--- src/rtl/cache_pkg.sv ---
// Shared definitions for the operand cache: FSM encoding, default widths and
// the helper that locates the remote/local selector bit in an address.
package cache_pkg;

    localparam int XLEN_DEFAULT   = 32;
    localparam int ADDR_W_DEFAULT = 5;

    // Address bit that selects remote (1) or local (0) storage.
    localparam int REMOTE_BIT = ADDR_W_DEFAULT - 1;

    typedef enum logic [2:0] {
        ST_IDLE   = 3'd0,
        ST_WR_MEM = 3'd1,
        ST_RD1    = 3'd2,
        ST_RD2    = 3'd3,
        ST_DONE   = 3'd4
    } state_e;

    // Remote selector position for an arbitrary address width.
    function automatic int remote_bit(input int aw);
        return aw - 1;
    endfunction

endpackage

--- src/rtl/operand_cache_if.sv ---
// External data-memory port of the operand cache: a single outstanding
// request held until the cycle it is acknowledged.
interface operand_cache_if #(
    parameter int XLEN   = 32,
    parameter int ADDR_W = 5
);
    logic              mem_req;
    logic              mem_we;
    logic [ADDR_W-1:0] mem_addr;
    logic [XLEN-1:0]   mem_wdata;
    logic              mem_ack;
    logic [XLEN-1:0]   mem_rdata;

    modport master (
        output mem_req,
        output mem_we,
        output mem_addr,
        output mem_wdata,
        input  mem_ack,
        input  mem_rdata
    );

    modport slave (
        input  mem_req,
        input  mem_we,
        input  mem_addr,
        input  mem_wdata,
        output mem_ack,
        output mem_rdata
    );
endinterface

--- src/rtl/operand_cache_array.sv ---
// Local register storage: NREG x XLEN, two asynchronous read ports and one
// synchronous write port. Indices at or beyond NREG read as zero and are
// never written.
module operand_cache_array #(
    parameter int XLEN           = 32,
    parameter int IDX_W          = 4,
    parameter int NREG           = 16,
    parameter bit RESET_IDENTITY = 1'b1
) (
    input  logic             CLK,
    input  logic             RESET,
    input  logic [IDX_W-1:0] raddr1,
    input  logic [IDX_W-1:0] raddr2,
    output logic [XLEN-1:0]  rdata1,
    output logic [XLEN-1:0]  rdata2,
    input  logic             we,
    input  logic [IDX_W-1:0] waddr,
    input  logic [XLEN-1:0]  wdata
);
    localparam logic [IDX_W:0] NREG_L = (IDX_W + 1)'(NREG);

    logic [XLEN-1:0] regs_r [NREG];
    logic            we_ok_s;

    // Range-checked asynchronous reads and write qualification.
    always_comb begin
        rdata1  = {XLEN{1'b0}};
        rdata2  = {XLEN{1'b0}};
        we_ok_s = 1'b0;
        if ({1'b0, raddr1} < NREG_L) begin
            rdata1 = regs_r[raddr1];
        end else begin
            rdata1 = {XLEN{1'b0}};
        end
        if ({1'b0, raddr2} < NREG_L) begin
            rdata2 = regs_r[raddr2];
        end else begin
            rdata2 = {XLEN{1'b0}};
        end
        if (we && ({1'b0, waddr} < NREG_L)) begin
            we_ok_s = 1'b1;
        end else begin
            we_ok_s = 1'b0;
        end
    end

    // Storage update: reset pattern on RESET, otherwise the single write port.
    always_ff @(posedge CLK) begin
        if (RESET) begin
            for (int i = 0; i < NREG; i++) begin
                regs_r[i] <= RESET_IDENTITY ? XLEN'(i) : {XLEN{1'b0}};
            end
        end else if (we_ok_s) begin
            regs_r[waddr] <= wdata;
        end
    end

endmodule

--- src/rtl/operand_cache.sv ---
// Operand cache between decode and the ALU. Local addresses are served from
// the register array (with same-cycle write bypass); addresses with the MSB
// set go to external memory, during which the pipeline is held via busy.
module operand_cache
    import cache_pkg::*;
#(
    parameter int XLEN           = XLEN_DEFAULT,
    parameter int ADDR_W         = ADDR_W_DEFAULT,
    parameter int NREG           = 16,
    parameter bit RESET_IDENTITY = 1'b1
) (
    input  logic              CLK,
    input  logic              RESET,
    input  logic              op_valid,
    input  logic [ADDR_W-1:0] rs1,
    input  logic [ADDR_W-1:0] rs2,
    input  logic              rs1_en,
    input  logic              rs2_en,
    input  logic              wr_en,
    input  logic [ADDR_W-1:0] rd,
    input  logic [XLEN-1:0]   DataWr,
    output logic [XLEN-1:0]   RUrs1,
    output logic [XLEN-1:0]   RUrs2,
    output logic              op_done,
    output logic              busy,
    operand_cache_if.master   bus
);
    localparam int RBIT  = remote_bit(ADDR_W);
    localparam int IDX_W = ADDR_W - 1;
    localparam logic [IDX_W:0] NREG_L = (IDX_W + 1)'(NREG);

    state_e            state_r, state_nxt_s;

    // Request decode
    logic              idle_s, acc_rd_s, acc_wr_s;
    logic              wr_rem_s, wr_loc_s, rd_ok_s;
    logic              rs1_rem_s, rs2_rem_s;
    logic [XLEN-1:0]   arr1_s, arr2_s, loc1_s, loc2_s;

    // Captured request
    logic [ADDR_W-1:0] rs1_c_r, rs2_c_r, rd_c_r;
    logic [ADDR_W-1:0] rs1_c_nxt_s, rs2_c_nxt_s, rd_c_nxt_s;
    logic              rd_pend_r, rs1_rem_r, rs2_rem_r;
    logic              rd_pend_nxt_s, rs1_rem_nxt_s, rs2_rem_nxt_s;

    // Registered outputs
    logic [XLEN-1:0]   ru1_r, ru2_r, ru1_nxt_s, ru2_nxt_s;
    logic              op_done_r, busy_r, mem_req_r, mem_we_r;
    logic              mem_req_nxt_s, mem_we_nxt_s;
    logic [ADDR_W-1:0] mem_addr_r, mem_addr_nxt_s;
    logic [XLEN-1:0]   mem_wdata_r, mem_wdata_nxt_s;

    operand_cache_array #(
        .XLEN          (XLEN),
        .IDX_W         (IDX_W),
        .NREG          (NREG),
        .RESET_IDENTITY(RESET_IDENTITY)
    ) u_array (
        .CLK   (CLK),
        .RESET (RESET),
        .raddr1(rs1[IDX_W-1:0]),
        .raddr2(rs2[IDX_W-1:0]),
        .rdata1(arr1_s),
        .rdata2(arr2_s),
        .we    (wr_loc_s),
        .waddr (rd[IDX_W-1:0]),
        .wdata (DataWr)
    );

    // Accept decode and local operand values, bypassing a same-cycle local write.
    always_comb begin
        idle_s    = (state_r == ST_IDLE);
        acc_rd_s  = idle_s && op_valid;
        acc_wr_s  = idle_s && wr_en;
        wr_rem_s  = acc_wr_s && rd[RBIT];
        rd_ok_s   = ({1'b0, rd[IDX_W-1:0]} < NREG_L) && (rd != {ADDR_W{1'b0}});
        wr_loc_s  = acc_wr_s && !rd[RBIT] && rd_ok_s;
        rs1_rem_s = rs1_en && rs1[RBIT];
        rs2_rem_s = rs2_en && rs2[RBIT];
        loc1_s    = {XLEN{1'b0}};
        loc2_s    = {XLEN{1'b0}};
        if (!rs1_en || rs1[RBIT]) begin
            loc1_s = {XLEN{1'b0}};
        end else if (wr_loc_s && (rs1 == rd)) begin
            loc1_s = DataWr;
        end else begin
            loc1_s = arr1_s;
        end
        if (!rs2_en || rs2[RBIT]) begin
            loc2_s = {XLEN{1'b0}};
        end else if (wr_loc_s && (rs2 == rd)) begin
            loc2_s = DataWr;
        end else begin
            loc2_s = arr2_s;
        end
    end

    // Next state, capture registers and next values of the registered outputs.
    always_comb begin
        state_nxt_s     = state_r;
        rs1_c_nxt_s     = rs1_c_r;
        rs2_c_nxt_s     = rs2_c_r;
        rd_c_nxt_s      = rd_c_r;
        rd_pend_nxt_s   = rd_pend_r;
        rs1_rem_nxt_s   = rs1_rem_r;
        rs2_rem_nxt_s   = rs2_rem_r;
        ru1_nxt_s       = ru1_r;
        ru2_nxt_s       = ru2_r;
        mem_wdata_nxt_s = mem_wdata_r;
        mem_req_nxt_s   = 1'b0;
        mem_we_nxt_s    = 1'b0;
        mem_addr_nxt_s  = mem_addr_r;

        case (state_r)
            ST_IDLE: begin
                if (acc_rd_s || acc_wr_s) begin
                    rs1_c_nxt_s = rs1;
                    rs2_c_nxt_s = rs2;
                    rd_c_nxt_s  = rd;
                    if (acc_rd_s) begin
                        rd_pend_nxt_s = 1'b1;
                        rs1_rem_nxt_s = rs1_rem_s;
                        rs2_rem_nxt_s = rs2_rem_s;
                        ru1_nxt_s     = loc1_s;
                        ru2_nxt_s     = loc2_s;
                    end else begin
                        rd_pend_nxt_s = 1'b0;
                        rs1_rem_nxt_s = 1'b0;
                        rs2_rem_nxt_s = 1'b0;
                    end
                    if (wr_rem_s) begin
                        mem_wdata_nxt_s = DataWr;
                        state_nxt_s     = ST_WR_MEM;
                    end else if (acc_rd_s && rs1_rem_s) begin
                        state_nxt_s = ST_RD1;
                    end else if (acc_rd_s && rs2_rem_s) begin
                        state_nxt_s = ST_RD2;
                    end else if (acc_rd_s) begin
                        state_nxt_s = ST_DONE;
                    end else begin
                        state_nxt_s = ST_IDLE;
                    end
                end else begin
                    state_nxt_s = ST_IDLE;
                end
            end
            ST_WR_MEM: begin
                if (bus.mem_ack) begin
                    if (!rd_pend_r) begin
                        state_nxt_s = ST_IDLE;
                    end else if (rs1_rem_r) begin
                        state_nxt_s = ST_RD1;
                    end else if (rs2_rem_r) begin
                        state_nxt_s = ST_RD2;
                    end else begin
                        state_nxt_s = ST_DONE;
                    end
                end else begin
                    state_nxt_s = ST_WR_MEM;
                end
            end
            ST_RD1: begin
                if (bus.mem_ack) begin
                    ru1_nxt_s   = bus.mem_rdata;
                    state_nxt_s = rs2_rem_r ? ST_RD2 : ST_DONE;
                end else begin
                    state_nxt_s = ST_RD1;
                end
            end
            ST_RD2: begin
                if (bus.mem_ack) begin
                    ru2_nxt_s   = bus.mem_rdata;
                    state_nxt_s = ST_DONE;
                end else begin
                    state_nxt_s = ST_RD2;
                end
            end
            ST_DONE: begin
                state_nxt_s = ST_IDLE;
            end
            default: begin
                state_nxt_s = ST_IDLE;
            end
        endcase

        // Memory request follows the state being entered, so address and
        // direction switch exactly on the ack edge of a chained access.
        case (state_nxt_s)
            ST_WR_MEM: begin
                mem_req_nxt_s  = 1'b1;
                mem_we_nxt_s   = 1'b1;
                mem_addr_nxt_s = rd_c_nxt_s;
            end
            ST_RD1: begin
                mem_req_nxt_s  = 1'b1;
                mem_we_nxt_s   = 1'b0;
                mem_addr_nxt_s = rs1_c_nxt_s;
            end
            ST_RD2: begin
                mem_req_nxt_s  = 1'b1;
                mem_we_nxt_s   = 1'b0;
                mem_addr_nxt_s = rs2_c_nxt_s;
            end
            default: begin
                mem_req_nxt_s  = 1'b0;
                mem_we_nxt_s   = 1'b0;
                mem_addr_nxt_s = mem_addr_r;
            end
        endcase
    end

    // State, capture and output registers with synchronous reset.
    always_ff @(posedge CLK) begin
        if (RESET) begin
            state_r     <= ST_IDLE;
            rs1_c_r     <= {ADDR_W{1'b0}};
            rs2_c_r     <= {ADDR_W{1'b0}};
            rd_c_r      <= {ADDR_W{1'b0}};
            rd_pend_r   <= 1'b0;
            rs1_rem_r   <= 1'b0;
            rs2_rem_r   <= 1'b0;
            ru1_r       <= {XLEN{1'b0}};
            ru2_r       <= {XLEN{1'b0}};
            op_done_r   <= 1'b0;
            busy_r      <= 1'b0;
            mem_req_r   <= 1'b0;
            mem_we_r    <= 1'b0;
            mem_addr_r  <= {ADDR_W{1'b0}};
            mem_wdata_r <= {XLEN{1'b0}};
        end else begin
            state_r     <= state_nxt_s;
            rs1_c_r     <= rs1_c_nxt_s;
            rs2_c_r     <= rs2_c_nxt_s;
            rd_c_r      <= rd_c_nxt_s;
            rd_pend_r   <= rd_pend_nxt_s;
            rs1_rem_r   <= rs1_rem_nxt_s;
            rs2_rem_r   <= rs2_rem_nxt_s;
            ru1_r       <= ru1_nxt_s;
            ru2_r       <= ru2_nxt_s;
            op_done_r   <= (state_nxt_s == ST_DONE);
            busy_r      <= (state_nxt_s != ST_IDLE);
            mem_req_r   <= mem_req_nxt_s;
            mem_we_r    <= mem_we_nxt_s;
            mem_addr_r  <= mem_addr_nxt_s;
            mem_wdata_r <= mem_wdata_nxt_s;
        end
    end

    assign RUrs1         = ru1_r;
    assign RUrs2         = ru2_r;
    assign op_done       = op_done_r;
    assign busy          = busy_r;
    assign bus.mem_req   = mem_req_r;
    assign bus.mem_we    = mem_we_r;
    assign bus.mem_addr  = mem_addr_r;
    assign bus.mem_wdata = mem_wdata_r;

endmodule

--- src/flat_wrapper.sv ---
// flat-port wrapper written by rule: the top's interface ports become plain ports
module operand_cache_flat import cache_pkg::*;
#(
    parameter int XLEN           = XLEN_DEFAULT,
    parameter int ADDR_W         = ADDR_W_DEFAULT,
    parameter int NREG           = 16,
    parameter bit RESET_IDENTITY = 1'b1
)
  (CLK, RESET, op_valid, rs1, rs2, rs1_en, rs2_en, wr_en, rd, DataWr, RUrs1, RUrs2, op_done, busy, bus_mem_req, bus_mem_we, bus_mem_addr, bus_mem_wdata, bus_mem_ack, bus_mem_rdata);
  operand_cache_if #(.XLEN(XLEN), .ADDR_W(ADDR_W)) bus_i ();
  input  logic CLK;
  input  logic RESET;
  input  logic op_valid;
  input  logic [ADDR_W-1:0] rs1;
  input  logic [ADDR_W-1:0] rs2;
  input  logic rs1_en;
  input  logic rs2_en;
  input  logic wr_en;
  input  logic [ADDR_W-1:0] rd;
  input  logic [XLEN-1:0] DataWr;
  output logic [XLEN-1:0] RUrs1;
  output logic [XLEN-1:0] RUrs2;
  output logic op_done;
  output logic busy;
  output wire logic [$bits(bus_i.mem_req)-1:0] bus_mem_req;
  output wire logic [$bits(bus_i.mem_we)-1:0] bus_mem_we;
  output wire logic [$bits(bus_i.mem_addr)-1:0] bus_mem_addr;
  output wire logic [$bits(bus_i.mem_wdata)-1:0] bus_mem_wdata;
  input wire logic [$bits(bus_i.mem_ack)-1:0] bus_mem_ack;
  input wire logic [$bits(bus_i.mem_rdata)-1:0] bus_mem_rdata;
  assign bus_mem_req = bus_i.mem_req;
  assign bus_mem_we = bus_i.mem_we;
  assign bus_mem_addr = bus_i.mem_addr;
  assign bus_mem_wdata = bus_i.mem_wdata;
  assign bus_i.mem_ack = bus_mem_ack;
  assign bus_i.mem_rdata = bus_mem_rdata;
  operand_cache #(.XLEN(XLEN), .ADDR_W(ADDR_W), .NREG(NREG), .RESET_IDENTITY(RESET_IDENTITY)) u_core (.CLK(CLK), .RESET(RESET), .op_valid(op_valid), .rs1(rs1), .rs2(rs2), .rs1_en(rs1_en), .rs2_en(rs2_en), .wr_en(wr_en), .rd(rd), .DataWr(DataWr), .RUrs1(RUrs1), .RUrs2(RUrs2), .op_done(op_done), .busy(busy), .bus(bus_i));
endmodule
--- config.mk ---
export PLATFORM = sky130hd
export DESIGN_NAME = operand_cache_flat
export DESIGN_NICKNAME = d
export VERILOG_FILES = /design/src/rtl/cache_pkg.sv /design/src/rtl/operand_cache_if.sv /design/src/rtl/operand_cache_array.sv /design/src/rtl/operand_cache.sv /design/src/flat_wrapper.sv
export SDC_FILE = /design/constraint.sdc
export NUM_CORES = 1
export LEC_CHECK = 0
export ABC_AREA = 0
export CORE_AREA = 10 10 340 342
export DETAILED_ROUTE_END_ITERATION = 8
export DIE_AREA = 0 0 350 352
export GPL_TIMING_DRIVEN = 0
export MAX_ROUTING_LAYER = met4
export SLEW_MARGIN = 5
export SYNTH_ARGS = -nofsm -noshare
export SYNTH_HDL_FRONTEND = slang
export SYNTH_SLANG_ARGS = --single-unit
--- constraint.sdc ---
create_clock -name CLK -period 3.1 [get_ports CLK]
set_clock_uncertainty 0.2 [all_clocks]
set_input_delay 0.465 -clock CLK [delete_from_list [all_inputs] [get_ports CLK]]
set_output_delay 0.465 -clock CLK [all_outputs]
set_load 0.01 [all_outputs]
==> flow_results.org <==
** Synth
- Most common flop cell mapped by yosys :: sky130_fd_sc_hd__edfxtp_1
- Yosys printed 0 warnings.
- After synthesis, the share of flip-flops with an asynchronous set or reset is 0%.
- In this run the biggest area consumer among cell types represents between 40 and 50% of the synthesized area.
- After synthesis, flip-flops and latches occupy around 55% of the total area.
- Synth top area cells :: sky130_fd_sc_hd__edfxtp_1 47%, sky130_fd_sc_hd__mux4_2 23%, sky130_fd_sc_hd__and2_1 8.7%
- A synthesized cell averages approximately 14 sq um.
- The biggest area contributor in the post-synthesis netlist is sky130_fd_sc_hd__edfxtp_1.
- Number of unique standard cell types used by synthesis :: between 40 and 50
- In this run, synthesis produced a sequential element count of roughly 640.
- Synth Cell Area :: around 32,000 sq um
- EDFF count, synth :: about 510
- Cell count after synthesis :: 2,252

** Route
- In the final routed layout, each cell accounts on average for ~30 um.
- Total via count after detailed routing :: 22,900
- In this run, the number of DRC markers left after iteration 0 of detailed routing was ~3,200.
- DRT antenna net count :: 0
- Remaining DRCs :: 0
- Routed vias/inst :: between 5 and 6
- The pre-antenna-repair detailed-routing pass consisted of 6 iterations.
- Total wirelength of the detailed-routed design :: about 130,000 um

** Clock tree
- The clock tree synthesis step divided the H-tree into 3 levels.
- TritonCTS built the clock tree.
- The clock passes through at most 3 buffers.
- Clock tree synthesis selected as its root buffer the cell sky130_fd_sc_hd__clkbuf_16.
- Sinks on the clock net :: between 600 and 700
- CTS hold repair buffers :: 0
- Total CTS buffers :: 74
- Clock transition time at the flip-flop clock pins of the worst setup and hold paths :: ~60 ps
- Clock insertion delay at the later pin of the skew report :: 660 ps

** Setup path
- Together, buffers and inverters on the worst path number 5.
- The critical path goes through clkbuf_1 -> buf_2 -> buf_2 -> xor2_1 -> nor3_1 -> nand4_1 -> buf_4 -> clkbuf_1 -> o221ai_1 -> a21oi_1.
- Launching point of the worst reg2reg path :: u_core.state_r[2]$_SDFF_PP0_
- Data arrives at the worst endpoint at 3380 ps.
- The worst setup path is launched from an input port.
- The worst setup path is of the input port to register kind.
- The critical path runs through a total of 10 cells.
- The worst register-to-register path has a setup slack of approximately 40 ps.
- Data required, critical path :: 3410 ps
- Longest individual stage delay on the worst path :: 520 ps
- Maximum fanout along the worst path :: 10
- The worst register-to-register path ends at u_core.RUrs1[19]$_SDFFE_PP0P_.
- Cell family with the largest share of critical-path delay :: buffers and inverters
- Crit path max-delay cell type :: sky130_fd_sc_hd__o221ai_1
- For the worst flop-to-flop path, the logic depth is 7.
- STA classifies the critical path endpoint as a register.

** Floorplan
- Starting utilization of the core area :: between 20% and 30%
- Width of the die :: ~350 um
- Measured along the y axis, the die boundary spans ~350 um.
- The region available for standard cell placement spans 109,000 sq um.
- For this design the top-level I/O count stands at 191.
- Die area :: about 120,000 sq um
- Rows :: about 120

** Timing
- Subtracting the final worst setup slack from the clock period gives around 3100 ps.
- The worst pin sits at a relative slew slack of 14.3%.
- Final hold analysis gives a worst-case slack of between 100 and 150 ps.
- Setup violations remaining at the end of the flow were counted as 0.
- The number of max-slew violations in the final report is 0.
- Transition at the pin with the smallest max-transition slack :: ~1300 ps
- Setup TNS Final :: 0 ps
- Number of hold violations in the final report :: 0
- Across all setup checks in the final design, the least slack found is between 30 and 40 ps.
- After layout, the worst path uses ~99% of the clock period.
- Timing-limited maximum frequency :: between 300 and 400 MHz

** Global routing
- Number of global-route vias before repair :: 22,700
- Number of antenna violations at the first check in global routing :: 9
- Global routing used roughly 20% of the available tracks.
- Wire length of the first global-routing pass :: between 150,000 and 200,000 um
- Largest net degree at the start of global routing :: 21
- Remaining Overflow, GRT :: 0

** Placement
- Port buffering added around 180 buffers.
- After legalization and detailed placement, the total HPWL measured between 80,000 and 90,000 um.
- Placement-stage worst setup slack :: -1910 ps
- The congestion estimate from routability-driven global placement came to roughly 0.85.
- Placed insts :: 3,875

** Pwr
- Of the total power, registers draw about 44%.
- Of the total power, combinational logic draws between 10% and 20%.
- Reported net switching power :: 5.91 mW
- Net switching is 26.5% of the power.
- IR drop worst, VDD :: between 0.3 and 0.4 mV
- The analysis attributes to cell leakage a power of 13.8 nW.
- Power spread over the standard cell area amounts to roughly 560 nW/um^2.
- Cell internal power was estimated by the tool at roughly 16 mW.
- Part of the power in the clock network :: about 41%

** Worst hold path
- The worst hold path begins at bus_mem_ack.
- The path with the worst hold slack has its endpoint at u_core.op_done$_SDFF_PP0_.
- Type of the most critical hold path :: input port to register
- Hold path depth :: 3

** Cells and area
- Util after Layout :: 36.9%
- Layout cells sized above 1 :: around 25%
- Number of filler cells placed in the layout :: between 10,000 and 15,000
- After the last flow step, the layout net total stands at approximately 2,700.
- The multi-input combinational cells in the finished layout cover a total of approximately 14,000 sq um.
- Across the whole layout, storage elements account for between 15,000 and 20,000 sq um.
- Area grow syn2layout :: 23.3%
- The count of cells in the finished layout, fillers not included, comes to between 4,000 and 5,000.

** Run
- Across the run, the number of max-cap violations was 0.

** Run status
- Run status :: completed
[per-stage QoR]
step | power (mW) | instance area (sq um)
2_1_floorplan | 11.7 | 32600
3_3_place_gp | 13.1 | 36100
3_5_place_dp | 13.1 | 36100
4_1_cts | 22.2 | 39600
5_1_grt | 22.9 | 40000
6_report | 22.3 | 40000
[per-layer routing]
metal	vias to the layer above	part of all wire, %	track usage (%)
met3	288	12	6.60
met1	11800	39	25.9
met4	0	4.0	6.88
li1	9362	-	-
met2	1473	45	30.2
met5	-	0	-
[cells in the final DEF (no fill, tap or decap), drive strengths merged, types with 12 or more instances in the layout]
| cell | instances |
|---|---|
| edfxtp | 512 |
| and2 | 449 |
| mux4 | 325 |
| clkbuf | 272 |
| clkdlybuf4s50 | 176 |
| nand2 | 153 |
| dfxtp | 126 |
| buf | 123 |
| a21oi | 112 |
| nor2 | 84 |
| nor2b | 35 |
| a311o | 32 |
| o221ai | 32 |
| conb | 32 |
| o211ai | 31 |
| or2 | 31 |
| or3 | 29 |
| inv | 12 |
[power by group through the flow]
| stage | combinational, mW | clock [mW] | sequential, mW |
|---|---|---|---|
| final | 3.29 | 9.13 | 9.87 |
| after global placement | 3.01 | 0 | 10.0 |
| after detailed placement | 3.03 | 0 | 10.1 |
| after global routing | 3.43 | 9.52 | 9.92 |
| after floorplan | 1.63 | 0 | 10.0 |
| after CTS | 3.19 | 9.17 | 9.87 |
[worst register-to-register path, cell delays in order, from the launching register on]
cell and delay, ps:
sky130_fd_sc_hd__dfxtp_1 410, sky130_fd_sc_hd__buf_2 270, sky130_fd_sc_hd__nor3b_2 190, sky130_fd_sc_hd__or3b_2 520, sky130_fd_sc_hd__a21oi_4 420, sky130_fd_sc_hd__clkbuf_2 430, sky130_fd_sc_hd__o221ai_1 300, sky130_fd_sc_hd__a21oi_1 220
[cell type report]
cell class | instances | share of cell area [%]
plain buffers | 227 | 2.86
clock buffers | 112 | 5.50
multi-input cells | 1429 | 35.0
diodes | 5 | 0.0313
inverters | 1 | 0.00938
repair buffers | 239 | 6.71
clock inverters | 26 | 0.735
flip-flops and latches | 638 | 44.7
well taps | 1414 | 4.42
[synth_stat cells (2+ instances only)]
cell type / count
sky130_fd_sc_hd__edfxtp_1: 512
sky130_fd_sc_hd__and2_1: 449
sky130_fd_sc_hd__mux4_2: 325
sky130_fd_sc_hd__clkbuf_1: 169
sky130_fd_sc_hd__nand2_1: 153
sky130_fd_sc_hd__dfxtp_1: 126
sky130_fd_sc_hd__a21oi_1: 112
sky130_fd_sc_hd__nor2_1: 84
sky130_fd_sc_hd__nor2b_1: 35
sky130_fd_sc_hd__a311o_1: 32
sky130_fd_sc_hd__o221ai_1: 32
sky130_fd_sc_hd__o211ai_1: 31
sky130_fd_sc_hd__buf_2: 29
sky130_fd_sc_hd__or3_1: 29
sky130_fd_sc_hd__buf_1: 22
sky130_fd_sc_hd__or2_2: 16
sky130_fd_sc_hd__buf_6: 10
sky130_fd_sc_hd__nand2b_1: 10
sky130_fd_sc_hd__xor2_1: 8
sky130_fd_sc_hd__mux2i_1: 6
sky130_fd_sc_hd__nand3b_1: 6
sky130_fd_sc_hd__nor3_1: 6
sky130_fd_sc_hd__mux2_2: 5
sky130_fd_sc_hd__o2bb2ai_1: 5
sky130_fd_sc_hd__nand3_1: 4
sky130_fd_sc_hd__a311oi_1: 3
sky130_fd_sc_hd__nand4_1: 3
sky130_fd_sc_hd__nor3_2: 3
sky130_fd_sc_hd__or3b_2: 3
sky130_fd_sc_hd__a21o_1: 2
sky130_fd_sc_hd__a32oi_1: 2
sky130_fd_sc_hd__and3b_1: 2
sky130_fd_sc_hd__nor3b_1: 2
sky130_fd_sc_hd__nor4_1: 2
sky130_fd_sc_hd__o21ai_0: 2
[sequential cells by signal (all words and copies together), names as in the netlist]
signal and cells:
u_core.RUrs2 32, u_core.rd_pend_r 1, u_core.bus.mem_req 1, u_core.op_done 1, u_core.u_array.regs_r 512, u_core.rd_c_r 5, u_core.RUrs1 32, u_core.state_r 3
u_core.bus.mem_addr 5, u_core.rs1_c_r 5, u_core.bus.mem_wdata 32, u_core.bus.mem_we 1, u_core.rs2_rem_r 1, u_core.busy 1, u_core.rs2_c_r 5, u_core.rs1_rem_r 1
[cell families (layout without fill, tap and decap cells)]
| kind of cell | Yosys count | after routing | synth area share (%) |
|---|---|---|---|
| muxes | 336 | 336 | 22.9 |
| and+or+nand+nor | 811 | 826 | 13.9 |
| other | 1 | 37 | 0.0116 |
| DFF | 638 | 638 | 55.1 |
| AOI/OAI and AO/OA | 227 | 227 | 4.79 |
| xor gates and xnor gates | 8 | 8 | 0.216 |
| buffers and inverters | 231 | 605 | 3.01 |
[repair_timing]
item	in CTS	in global routing
cloned	15	0
gates resized for setup	129	51
endpoints found under the setup margin	952	538
pin swaps	6	4
buffers inserted	38	23
[how the worst max path moves through the flow]
| stage | slack, ps | to | from |
|---|---|---|---|
| floorplan | 190 | u_core.u_array.regs_r[13][0]$_SDFFCE_PN1P_ | u_core.state_r[1]$_SDFF_PP0_ |
| global route | -2 | u_core.RUrs2[5]$_SDFFE_PP0P_ | u_core.state_r[0]$_SDFF_PP0_ |
| finish | 30 | u_core.RUrs1[17]$_SDFFE_PP0P_ | rs1[0] |
| CTS | -10 | u_core.u_array.regs_r[9][6]$_SDFFCE_PN0P_ | u_core.state_r[1]$_SDFF_PP0_ |
| global placement | -1850 | u_core.u_array.regs_r[14][16]$_SDFFCE_PN0P_ | wr_en |
| detailed placement | -1910 | u_core.u_array.regs_r[14][16]$_SDFFCE_PN0P_ | wr_en |
No activity file was read; power rests on OpenSTA's default activity.
